`src/rtl/ps2_key_decoder.sv`:
```
// ps2_key_decoder: turns PS/2 set-2 scan bytes into game direction, start and reset commands.
module ps2_key_decoder #(
    parameter int TIMEOUT_CYCLES = 1_000_000,
    parameter int HOLD_CYCLES    = 16_777_216
) (
    input  logic       clock,
    input  logic       resetn,
    input  logic       scan_valid,
    input  logic [7:0] scan_byte,
    input  logic       move_ack,
    output logic [3:0] direction,
    output logic       start,
    output logic       reset_req,
    output logic [5:0] keys_down
);
    localparam int TW = $clog2(TIMEOUT_CYCLES + 1);
    localparam int HW = $clog2(HOLD_CYCLES + 1);
    localparam logic [TW-1:0] TMO_LAST = TW'(TIMEOUT_CYCLES - 1);
    localparam logic [HW-1:0] HOLD     = HW'(HOLD_CYCLES);

    typedef enum logic [1:0] {IDLE, EXT, BRK, EXT_BRK} state_t;

    state_t        state_q, state_d;
    logic [TW-1:0] tmo_q, tmo_d;
    logic [3:0]    dir_q, dir_d;
    logic [5:0]    keys_q, keys_d;
    logic [HW-1:0] st_cnt_q, st_cnt_d;
    logic [HW-1:0] rs_cnt_q, rs_cnt_d;
    logic          is_key, is_break, ext;
    logic [5:0]    hit, fresh;
    logic [3:0]    dir_acked;

    always_comb begin
        state_d  = state_q;
        tmo_d    = tmo_q;
        is_key   = 1'b0;
        is_break = 1'b0;
        ext      = 1'b0;
        if (scan_valid) begin
            tmo_d = '0;
            case (state_q)
                IDLE: begin
                    state_d = scan_byte == 8'hE0 ? EXT : scan_byte == 8'hF0 ? BRK : IDLE;
                    is_key  = scan_byte != 8'hE0 && scan_byte != 8'hF0;
                end
                EXT: begin
                    state_d = scan_byte == 8'hF0 ? EXT_BRK : scan_byte == 8'hE0 ? EXT : IDLE;
                    is_key  = scan_byte != 8'hE0 && scan_byte != 8'hF0;
                    ext     = 1'b1;
                end
                BRK: begin
                    state_d  = IDLE;
                    is_key   = 1'b1;
                    is_break = 1'b1;
                end
                default: begin
                    state_d  = IDLE;
                    is_key   = 1'b1;
                    is_break = 1'b1;
                    ext      = 1'b1;
                end
            endcase
        end else if (state_q != IDLE) begin
            // a stale prefix must not attach itself to a much later byte
            state_d = tmo_q == TMO_LAST ? IDLE : state_q;
            tmo_d   = tmo_q == TMO_LAST ? '0 : tmo_q + 1'b1;
        end
    end

    always_comb begin
        hit       = !is_key ? 6'b0 :
                    ext ? {scan_byte == 8'h75, scan_byte == 8'h72, scan_byte == 8'h6B, scan_byte == 8'h74, 2'b00} :
                          {4'b0000, scan_byte == 8'h1B, scan_byte == 8'h76};
        fresh     = is_break ? 6'b0 : hit & ~keys_q;
        keys_d    = is_break ? keys_q & ~hit : keys_q | hit;
        dir_acked = move_ack ? 4'b0 : dir_q;
        dir_d     = (|fresh[5:2] && dir_acked == 4'b0) ? fresh[5:2] : dir_acked;
        st_cnt_d  = fresh[1] ? HOLD : st_cnt_q != '0 ? st_cnt_q - 1'b1 : st_cnt_q;
        rs_cnt_d  = fresh[0] ? HOLD : rs_cnt_q != '0 ? rs_cnt_q - 1'b1 : rs_cnt_q;
    end

    always_ff @(posedge clock) begin
        if (!resetn) begin
            state_q  <= IDLE;
            tmo_q    <= '0;
            dir_q    <= '0;
            keys_q   <= '0;
            st_cnt_q <= '0;
            rs_cnt_q <= '0;
        end else begin
            state_q  <= state_d;
            tmo_q    <= tmo_d;
            dir_q    <= dir_d;
            keys_q   <= keys_d;
            st_cnt_q <= st_cnt_d;
            rs_cnt_q <= rs_cnt_d;
        end
    end

    assign direction = dir_q;
    assign keys_down = keys_q;
    assign start     = keys_q[1] | (st_cnt_q != '0);
    assign reset_req = keys_q[0] | (rs_cnt_q != '0);
endmodule

```
`config.mk`:
```
export PLATFORM = sky130hd
export DESIGN_NAME = ps2_key_decoder
export DESIGN_NICKNAME = d
export VERILOG_FILES = /design/src/rtl/ps2_key_decoder.sv
export SDC_FILE = /design/constraint.sdc
export NUM_CORES = 1
export LEC_CHECK = 0
export BUFFER_PORTS_ARGS = -buffer_cell sky130_fd_sc_hd__buf_2
export CAP_MARGIN = 5
export CORE_MARGIN = 2
export CORE_UTILIZATION = 50
export DETAILED_ROUTE_END_ITERATION = 6
export GPL_TIMING_DRIVEN = 0
export PLACE_DENSITY = 0.75
export SYNTH_ARGS = -nofsm -noshare
export SYNTH_HDL_FRONTEND = slang
export SYNTH_SLANG_ARGS = --single-unit
```
`constraint.sdc`:
```
create_clock -name clock -period 3.1 [get_ports clock]
set_input_delay 0.31 -clock clock [delete_from_list [all_inputs] [get_ports clock]]
set_output_delay 0.31 -clock clock [all_outputs]
set_load 0.03 [all_outputs]
```
Yosys cells after proc, flatten, opt, wreduce, memory -nomap -nowiden
Cells that the tools add are included.
{ "classes": {"n_addsub": 3, "bitwise": 8, "muxes": 25, "n_eq_ne": 13, "n_reduce_logical": 18} }
{ "op_table": {"columns": ["op", "n"], "rows": [
  ["25-bit two-way mux", 4],
  ["25-bit nonzero test", 2],
  ["25-bit by 1-bit subtractor with 25-bit output (second input constant)", 2],
  ["8-bit by 7-bit equality test with 1-bit output (second input constant)", 5],
  ["6-bit two-way mux", 4],
  ["20-bit by 1-bit adder with 20-bit output (second input constant)", 1],
  ["20-bit equality test (second input constant)", 1],
  ["20-bit two-way mux", 1],
  ["8-bit equality test (second input constant)", 2],
  ["8-bit != test (second input constant)", 2],
  ["6-bit AND", 2],
  ["2-bit two-way mux", 6],
  ["6-bit inverter", 2],
  ["2-bit nonzero test", 5],
  ["2-bit OR reduction", 5],
  ["8-bit by 5-bit equality test with 1-bit output (second input constant)", 1],
  ["4-bit two-way mux", 2],
  ["1-bit two-way mux", 7],
  ["6-bit OR", 1],
  ["4-bit zero test", 1],
  ["2-bit case mux with 2 select lines", 1],
  ["4-bit OR reduction", 1],
  ["2-bit by 1-bit equality test with 1-bit output (second input constant)", 1],
  ["2-bit equality test (second input constant)", 1],
  ["other kinds (5)", 7]
]} }
{ "totals": {"inputBits": 12, "out_inout_bits": 12, "regBits": 82} }

Depth between registers and ports, before layout
Gate-level depths: netlist of the first run.
{ "depth": {"depth_word": 11, "mapped_depth": 8, "mapped_depth_nobuf": 7} }

Worst setup path before layout of the first run
Ideal clock, no wire load.
{ "synth_timing": {"path_kind": "register to register", "startpoint": "reg rs_cnt_q[2]", "endpoint": "reg rs_cnt_q[21]", "setup_time_ps": 71, "setup_slack_ps": 726, "required_time_ps": 3029, "path_buffers": 1, "path_stages_with_launch": 7, "arrival_time_ps": 2304, "path_cell_list": "dfxtp_1 > or4_4 > or4b_1 > a211o_1 > buf_6 > or4_1 > a21oi_1"} }
{ "synth_via": {"elab_chain_len": 1, "word_cells_on_any_way": 2, "classes_between": "1 x add/sub; 1 x reduce/logical"} }
{ "synth_rtl": {"columns": ["item", "line_no", "rtl"], "rows": [
  ["from (decl)", "28", "logic [HW-1:0] rs_cnt_q, rs_cnt_d;"],
  ["from (signal assigned)", "96", "rs_cnt_q <= rs_cnt_d;"],
  ["25-bit by 1-bit subtractor with 25-bit output / 25-bit nonzero test (equally long branches)", "79", "rs_cnt_d = fresh[0] ? HOLD : rs_cnt_q != '0 ? rs_cnt_q - 1'b1 : rs_cnt_q;"]
]} }
Several ways; a longest one is shown, not always the timed one.
A chain may end at the register's enable or synchronous reset.

Worst setup path after layout of the first run
{ "layout_timing": {"startpoint": "reg st_cnt_q[14]", "endpoint": "out start"} }
{ "layout_via": {"elab_chain_len": 2} }
{ "layout_rtl": {"columns": ["item", "line_no", "rtl"], "rows": [
  ["from (decl)", "27", "logic [HW-1:0] st_cnt_q, st_cnt_d;"],
  ["from (signal assigned)", "95", "st_cnt_q <= st_cnt_d;"],
  ["25-bit nonzero test", "102", "assign start = keys_q[1] | (st_cnt_q != '0);"],
  ["1-bit OR", "102", null],
  ["to (decl)", "12", "output logic start,"]
]} }
No other way between the ends.

==> impl_results.md, run 1 <==
* Status: completed
* First-pass DRT Iterations at 4
* H-tree depth at 3
* Drt wl/cell at between 10 and 15 µm
* First-pass GRT wire length at between 10000 and 15000 µm
* Vias per cell at between 5 and 6
* Tcrit/Tclk final at 95.4%
* Clock transition at the registers of the reported paths at ~0.080 ns
* Tmin final at roughly 3.0 ns
* Number of setup buffers added after CTS at 0
* CTS tree: yes
* CTS Sinks at between 80 and 90
* Starting Density at between 50% and 60%
* Worst Path Required at approximately 2.8 ns
* WS Path Type: flip-flop to output port
* Worst Setup End Kind: output port
* Die Span X at approximately 93 µm
* Post-route DRC violation count at 0
* Syn Nets at 480
* Slowest stage cell, crit path: nor4_2
* Register area share after synthesis at a little over two fifths
* Slowest Stage Delay on Critical Path at slightly above 0.6 ns
* Worst IR Drop VDD at about 0.75 mV
* CP Max Fanout at 9
* Gr usage total at 21.4%
* Hold Path Depth at 4
* Power Dens Cells at ~1100 mW/mm²
* Min-delay src: move_ack
* DP Wirelength at 6240 µm
* Via count at 3486
* Actual slew at the worst max-slew pin at around 0.69 ns
* Starting DRT DRC Count at between 150 and 200
* Commonest non-fill, non-tap cell in the layout: dfxtp_1
* Die Ht at a little over 90 µm
* Top area cells in the synthesized netlist: dfxtp_1 (42%), nor2_1 (7.3%), xnor2_1 (5.4%), xor2_1 (4.7%), nor4_1 (3.3%)
* CTS resizes at 0
* Reg2Reg Depth at 6
* Unrepaired setup endpoints after global routing: false
* Remaining Overflow, GRT at 0
* Synth warn at 0
* Synth area leader: dfxtp_1
* Vias in the first global route at ~3300
* Post-synth EDFFs at 0
* I/O Buffers at 21
* Final Util at a little under three fifths
* Worst EP arrival at about 2.7 ns
* P&R area growth vs syn at 11.7%
* Largest net degree at the start of global routing at 14
* Mapped Area at 0.00393 mm²
* Share of the synthesized area in the top cell type at between 40% and 50%
* Skew-Pair Late Insertion Delay at 0.36 ns
* Reg2reg setup slack at 0.54 ns
* # IOs at 24
* Synth cell types at between 50 and 60
* Initial antenna violation count at 0
* Min-Delay Endpoint: direction[2]
* Fraction of registers with async set/reset at 0%
* Gp weighted congestion at ~0.83
* Hold_buf cts at 0
* Max Fclk at ~340 MHz
* Core area at 0.00765 mm²
* Syn avg cell area at between 8 and 9 µm²
* Final Hold Fails at 0
* Number of diodes at 0
* Most frequent cells in the layout: dfxtp_1 (82), nor2_1 (76), nand2_1 (29)
* Setup crit start kind: flip-flop
* Max-slew headroom at 53.4%
* Setup Viol. Count Final at 0
* Total CTS buffers at 9
* CTS max path bufs at 2
* Nets at 512
* Seq cells post-synth at 82
* WL final at between 8000 and 9000 µm
* Predominant post-synthesis flop cell: dfxtp_1
* Hold Crit Class: input pin to flip-flop
* Layout cells sized above 1 at under 10%
* Clk_skew at approximately 0.0052 ns
* Die area at 0.00858 mm²
* MaxCap Viol Count at 0
* Setup TNS at 0 ns
* Filler Cell Count at 702
* Post-DRT Antenna Nets at 0
* Post-synthesis cell count at 465
* R2R Path Start: rs_cnt_q[2]
* FF-to-FF End: rs_cnt_q[23]
* Max-slew violations at 0
* Core Rows at 32
* Clock root cell: clkbuf_8
* Leak at ~1.6 nW
* CP cell instances: nor4_2 > nand4b_1 > nor3_4 > nand2b_1 > buf_2
==> critical path: cells and delay by family, from the launching register on <==
kind	cells	cell delay [ns]
buffers and inverters	1	0.18
flip-flops	1	0.37
AND/OR/NAND/NOR	4	1.74
==> layout make-up <==
type | count | area, µm² | area share, %
clock inverters | 5 | 77.6 | 1.77
multi-input cells | 350 | 2160 | 49.2
plain buffers | 16 | 68.8 | 1.57
inverters | 17 | 63.8 | 1.46
flip-flops and latches | 82 | 1640 | 37.4
clock buffers | 11 | 141 | 3.22
well taps | 102 | 128 | 2.91
repair buffers | 21 | 105 | 2.40
==> flip-flops by register name (all words and copies together), names as in the netlist, named ones only <==
register / count
rs_cnt_q: 25
st_cnt_q: 25
tmo_q: 20
direction: 4
state_q: 2
==> synth_stat cells (9+ instances only) <==
| cell type | instances |
|---|---|
| nand3_1 | 9 |
| or3_1 | 18 |
| inv_1 | 17 |
| nor4_1 | 21 |
| nand2_1 | 29 |
| dfxtp_1 | 82 |
| o21ai_0 | 9 |
| xnor2_1 | 24 |
| clkbuf_1 | 15 |
| nor3_1 | 14 |
| xor2_1 | 21 |
| nor2_1 | 76 |
| or4_1 | 17 |
| a21oi_1 | 26 |
==> worst max-delay path by stage <==
| stage | start | slack (ns) | end |
|---|---|---|---|
| finish | st_cnt_q[14] | 0.14 | start |
| detailed placement | st_cnt_q[14] | 0.47 | start |
| global route | st_cnt_q[14] | 0.0008 | start |
| CTS | st_cnt_q[14] | 0.04 | start |
| floorplan | rs_cnt_q[2] | 0.73 | rs_cnt_q[21] |
| global placement | st_cnt_q[14] | 0.53 | start |
==> cells by family (layout without fill, tap and decap cells) <==
group,count (synthesis),in the layout,share of synthesized area (%)
multiplexers,6,6,1.53
AO/OA/AOI/OAI,73,73,12.4
AND/OR/NAND/NOR,223,223,30.0
adder cells (fa/ha/maj),3,3,0.956
XOR/XNOR,45,45,10.0
flip-flops,82,82,41.8
buffers and inverters,33,70,3.35
==> power breakdown <==
| group | switching (mW) | internal, mW | total, mW |
|---|---|---|---|
| Sequential | 0.252 | 1.30 | 1.55 |
| Combinational | 1.43 | 0.895 | 2.32 |
| Clock | 0.385 | 0.473 | 0.858 |
| Total | 2.06 | 2.67 | 4.73 |
==> metal layers <==
metal | part of all wire, % | global-route usage [%]
met2 | 45 | 33.8
met3 | 4.9 | 4.72
met5 | 0 | 0
met4 | 1.5 | 9.44
met1 | 49 | 28.3
==> through the flow <==
stage	area [µm²]	hold slack (ns)	setup slack, ns	total power [mW]	std cells
after floorplan	3930	0.442	0.726	3.34	465
after global placement	4160	0.456	0.534	3.73	588
after detailed placement	4160	0.457	0.474	3.80	588
after CTS	4380	0.265	0.0448	4.68	604
after global routing	4390	0.305	0.000796	5.08	604
final	4390	0.282	0.142	4.73	604
(Power assumes the default switching activity.)
==> run 2: changes to the inputs <==
- CORE_ASPECT_RATIO: unset -> 1.5
==> impl_results.md, run 2 (same netlist as run 1, synthesis figures left out) <==
* Hold Path Depth at 4 (unchanged)
* Max-slew headroom at 48.3% (-5.2 points)
* Status: completed
* Nets at 512 (unchanged)
* Post-route DRC violation count at 0 (unchanged)
* Hold_buf cts at 0 (unchanged)
* Gp weighted congestion at 0.936 (+13%)
* Setup Viol. Count Final at 0 (unchanged)
* Max-slew violations at 0 (unchanged)
* Die area at 0.00859 mm² (+0.17%)
* Filler Cell Count at 691 (-1.6%)
* Gr usage total at 22.0% (+0.57 points)
* Skew-Pair Late Insertion Delay at 0.34 ns (-0.02 ns)
* Max Fclk at 346 MHz (+2.5%)
* First-pass GRT wire length at 15300 µm (+3.4%)
* First-pass DRT Iterations at 5 (+1)
* DP Area at 0.00416 mm² (unchanged)
* CTS max path bufs at 2 (unchanged)
* Biggest regs: rs_cnt_q: 25 flops, st_cnt_q: 25 flops, tmo_q: 20 flops
* Worst Path Required at 2.79 ns (about the same)
* Core area at 0.00761 mm² (-0.46%)
* CTS Sinks at 82 (unchanged)
* Unrepaired setup endpoints after global routing: false
* Place WS at 0.540 ns (+0.0663 ns)
* Drt wl/cell at 14.6 µm (+0.52%)
* Power Dens Cells at 1140 mW/mm² (+6.0%)
* Commonest non-fill, non-tap cell in the layout: dfxtp_1
* Worst EP arrival at 2.58 ns (-0.07 ns)
* Most frequent cells in the layout: dfxtp_1 (82), nor2_1 (76), nand2_1 (29)
* H-tree depth at 3 (unchanged)
* # IOs at 24 (unchanged)
* Worst IR Drop VDD at 1.01 mV (+34%)
* Die Span X at 76.4 µm (-18%)
* Vias in the first global route at 3389 (+2.2%)
* Core Rows at 39 (+22%)
* Reg2Reg Depth at 6 (unchanged)
* Worst Setup End Kind: output port
* Remaining Overflow, GRT at 0 (unchanged)
* Final Util at 59.5% (+2.1 points)
* Total CTS buffers at 9 (unchanged)
* I/O Buffers at 21 (unchanged)
* Post-DRT Antenna Nets at 0 (unchanged)
* Initial antenna violation count at 1 (+1)
* WS Path Type: flip-flop to output port
* Final Hold Fails at 0 (unchanged)
* P&R area growth vs syn at 15.3%
* Die Ht at 113 µm (+22%)
* Setup slack after layout at 0.213 ns (+0.0717 ns)
* Tmin final at 2.89 ns (-0.0717 ns)
* Final Cell Area at 0.00453 mm² (+3.2%)
* Total power at 5.18 mW (+9.5%)
* WL final at 8810 µm (+0.52%)
* Clock root cell: clkbuf_16
* CTS tree: yes
* Number of diodes at 0 (unchanged)
* MaxCap Viol Count at 0 (unchanged)
* Clock transition at the registers of the reported paths at 0.06 ns (-0.02 ns)
* Setup crit start kind: flip-flop
* Setup TNS at 0 ns (unchanged)
* Starting DRT DRC Count at 177 (+2.9%)
* Vias per cell at 5.74 (-0.63%)
* Actual slew at the worst max-slew pin at 0.769 ns (+0.0766 ns)
* DP Wirelength at 6430 µm (+2.9%)
* Tcrit/Tclk final at 93.1% (-2.3 points)
* Starting Density at 51.6% (+0.24 points)
* Largest net degree at the start of global routing at 15 (+1)
* Via count at 3464 (-0.63%)
* Layout cells sized above 1 at 9.56% (+0.20 points)
* CTS resizes at 0 (unchanged)
* CP Max Fanout at 10 (+1)
* Hold Crit Class: input pin to flip-flop
* Number of setup buffers added after CTS at 0 (unchanged)
* Leak at 1.68 nW (+4.2%)
* Clk_skew at 0.00647 ns (+0.00128 ns)
-- run 2: worst paths after layout --
check	from	endpoint	slack [ns]
setup / recovery	rs_cnt_q[19]	reset_req	0.21
hold / removal	move_ack	direction[1]	0.29
setup reg to reg	rs_cnt_q[2]	rs_cnt_q[21]	0.53
hold reg to reg	st_cnt_q[19]	st_cnt_q[19]	0.47
-- run 2: critical path, stage by stage, from the launching register on --
cell      delay (ns)
dfxtp_1         0.35
or4_1           0.52
clkbuf_1        0.17
nor4_1          0.46
clkbuf_2        0.30
and2_1          0.20
nand2_1         0.07
buf_2           0.18
-- run 2: layout make-up --
class | instances | area (µm²) | area share, %
Multi-Input combinational cell | 350 | 2160 | 47.7
Sequential cell | 82 | 1640 | 36.3
Clock buffer | 11 | 253 | 5.58
Tap cell | 102 | 128 | 2.82
Clock inverter | 5 | 108 | 2.38
Timing Repair Buffer | 21 | 105 | 2.32
Buffer | 16 | 68.8 | 1.52
Inverter | 17 | 63.8 | 1.41
-- run 2: where the power goes --
group	switching, mW	internal, mW	total (mW)
Clock	0.424	0.836	1.26
Sequential	0.253	1.30	1.56
Combinational	1.47	0.896	2.36
Total	2.14	3.04	5.18
-- run 2: per-stage QoR --
step           hold WS (ns)  std cells
6_report              0.286        604
5_1_grt               0.303        604
4_1_cts               0.271        604
3_5_place_dp          0.455        588
3_3_place_gp          0.457        588
2_1_floorplan         0.442        465
-- run 2: routing by layer --
| metal | track usage (%) | vias up | routed length [µm] |
|---|---|---|---|
| met2 | 40.9 | 66 | 4760 |
| met5 | 0 | - | 13 |
| met3 | 4.82 | 20 | 300 |
| met4 | 11.9 | 2 | 231 |
| met1 | 22.8 | 1633 | 3500 |
| li1 | - | 1743 | - |
==> run 3: changes to the inputs <==
- clock period: 3.1 -> 2.92 ns (I/O delays scaled with it)
==> impl_results.md, run 3 (same netlist as run 1, synthesis figures left out) <==
* Worst Setup End Kind: output port
* Worst IR Drop VDD at 1.07 mV (+6.5%)
* Slowest Stage Delay on Critical Path at 0.52 ns (about the same)
* H-tree depth at 3 (unchanged)
* Power Dens Cells at 1240 mW/mm² (+8.3%)
* Drt wl/cell at 14.6 µm (+0.20%)
* Layout cells sized above 1 at 10.3% (+0.76 points)
* Status: completed
* Vias per cell at 5.74 (+0.13%)
* Reg2Reg Depth at 6 (unchanged)
* Die area at 0.00859 mm² (unchanged)
* CTS Sinks at 82 (unchanged)
* Max Fclk at approximately 360 MHz
* Worst Path Required at 2.63 ns (-0.16 ns)
* Leak at 1.69 nW (+0.89%)
* CP cell instances: or4_1 > clkbuf_1 > nor4_2 > clkbuf_2 > and2_1 > nand2_1 > buf_2
* WL final at 8860 µm (+0.53%)
* Final Hold Fails at 0 (unchanged)
* Die Span X at 76.4 µm (unchanged)
* Actual slew at the worst max-slew pin at 0.749 ns (-0.0206 ns)
* CTS tree: yes
* Post-route DRC violation count at 0 (unchanged)
* Hold_buf cts at 0 (unchanged)
* Initial antenna violation count at 1 (unchanged)
* CP Max Fanout at 10 (unchanged)
* Skew-Pair Late Insertion Delay at 0.34 ns (about the same)
* Setup TNS at 0 ns (unchanged)
* Most frequent cells in the layout: dfxtp_1 (82), nor2_1 (76), nand2_1 (29)
* Remaining Overflow, GRT at 0 (unchanged)
* Nets at 514 (+0.39%)
* FF-to-FF End: rs_cnt_q[21]
* # IOs at 24 (unchanged)
* DP Wirelength at 6430 µm (unchanged)
* Starting DRT DRC Count at 186 (+5.1%)
* Filler Cell Count at 686 (-0.72%)
* WS Path Type: flip-flop to output port
* Total CTS buffers at 9 (unchanged)
* Number of diodes at 0 (unchanged)
* First-pass DRT Iterations at 4 (-1)
* R2R Path Start: rs_cnt_q[2]
* MaxCap Viol Count at 0 (unchanged)
* Reg2reg setup slack at 0.35 ns (-0.18 ns)
* Vias in the first global route at 3388 (-0.030%)
* CTS max path bufs at 2 (unchanged)
* Final Cell Area at 0.00455 mm² (+0.50%)
* Max-slew headroom at 49.6% (+1.4 points)
* Tmin final at 2.78 ns
* Core area at 0.00761 mm² (unchanged)
* First-pass GRT wire length at 15300 µm (about the same)
* Gp weighted congestion at 0.936 (unchanged)
* Clock transition at the registers of the reported paths at 0.06 ns (about the same)
* Biggest regs: rs_cnt_q: 25 flops, st_cnt_q: 25 flops, tmo_q: 20 flops
* Via count at 3480 (+0.46%)
* Setup Viol. Count Final at 0 (unchanged)
* Die Ht at 113 µm (unchanged)
* Tcrit/Tclk final at between 90 and 100%
* Clk_skew at 0.00731 ns (+0.000837 ns)
* Gr usage total at 22.0% (about the same)
* DP Area at 0.00416 mm² (unchanged)
* Hold Crit Class: input pin to flip-flop
* Largest net degree at the start of global routing at 15 (unchanged)
* Clock root cell: clkbuf_16
* Max-slew violations at 0 (unchanged)
* Starting Density at 51.6% (unchanged)
* P&R area growth vs syn at 15.9%
* I/O Buffers at 21 (unchanged)
* Hold Path Depth at 4 (unchanged)
* Setup crit start kind: flip-flop
* Min-delay src: move_ack
* Commonest non-fill, non-tap cell in the layout: dfxtp_1
* Worst EP arrival at 2.49 ns (-0.09 ns)
* Core Rows at 39 (unchanged)
* Min-Delay Endpoint: direction[1]
* Post-DRT Antenna Nets at 0 (unchanged)
* Total power at 5.64 mW (+8.9%)
* Slowest stage cell, crit path: or4_1
-- run 3: cell types whose count changed in the layout (fill, tap and decap cells not counted), sizes merged --
| cell | previous run | this run |
|---|---|---|
| buf | 22 | 24 |
-- run 3: power breakdown --
part | total [mW] | switching, mW | leakage (nW) | internal [mW]
logic | 2.65 | 1.59 | 0.851 | 1.05
registers | 1.65 | 0.268 | 0.666 | 1.38
clock network | 1.34 | 0.455 | 0.177 | 0.888
-- run 3: through the flow --
stage          instances  worst slack [ns]  hold slack, ns  util (%)
2_1_floorplan        465             0.546           0.442         -
3_3_place_gp         588             0.410           0.457      54.6
3_5_place_dp         588             0.377           0.455      54.6
4_1_cts              604            0.0611           0.253      59.5
5_1_grt              606          -0.00510           0.285      59.8
6_report             606             0.140           0.262      59.8
-- run 3: layer usage --
layer	up-vias	routed length (µm)	track usage (%)
met4	2	289	12.0
li1	1746	-	-
met2	65	4740	40.8
met3	22	282	4.82
met1	1645	3530	22.8
met5	-	13	0
-- run 3: area by class of cell --
class	count	area (µm²)	area share [%]
multi-input cells	350	2170	47.6
clock buffers	11	253	5.56
well taps	102	128	2.81
clock inverters	5	108	2.37
inverters	17	63.8	1.40
flip-flops and latches	82	1640	36.1
repair buffers	23	120	2.64
plain buffers	16	70.1	1.54
-- run 3: repair_timing --
item	4_1_cts	5_1_grt
setup endpoints to repair	2	2
setup buffers	0	2
pin swaps	0	1
resized for setup	2	3
-- run 3: worst max path at each step --
| stage | slack [ns] | endpoint | start |
|---|---|---|---|
| 2_1_floorplan | 0.55 | rs_cnt_q[21] | rs_cnt_q[2] |
| 3_3_place_gp | 0.41 | start | st_cnt_q[14] |
| 3_5_place_dp | 0.38 | rs_cnt_q[21] | rs_cnt_q[2] |
| 4_1_cts | 0.06 | reset_req | rs_cnt_q[19] |
| 5_1_grt | -0.005 | reset_req | rs_cnt_q[19] |
| 6_report | 0.14 | reset_req | rs_cnt_q[19] |
-- run 3: worst max-delay path, delay by kind of cell (launching register included) --
kind,cells,cell delay [ns]
flip-flops,1,0.35
AND/OR/NAND/NOR,4,1.17
buffers and inverters,3,0.64
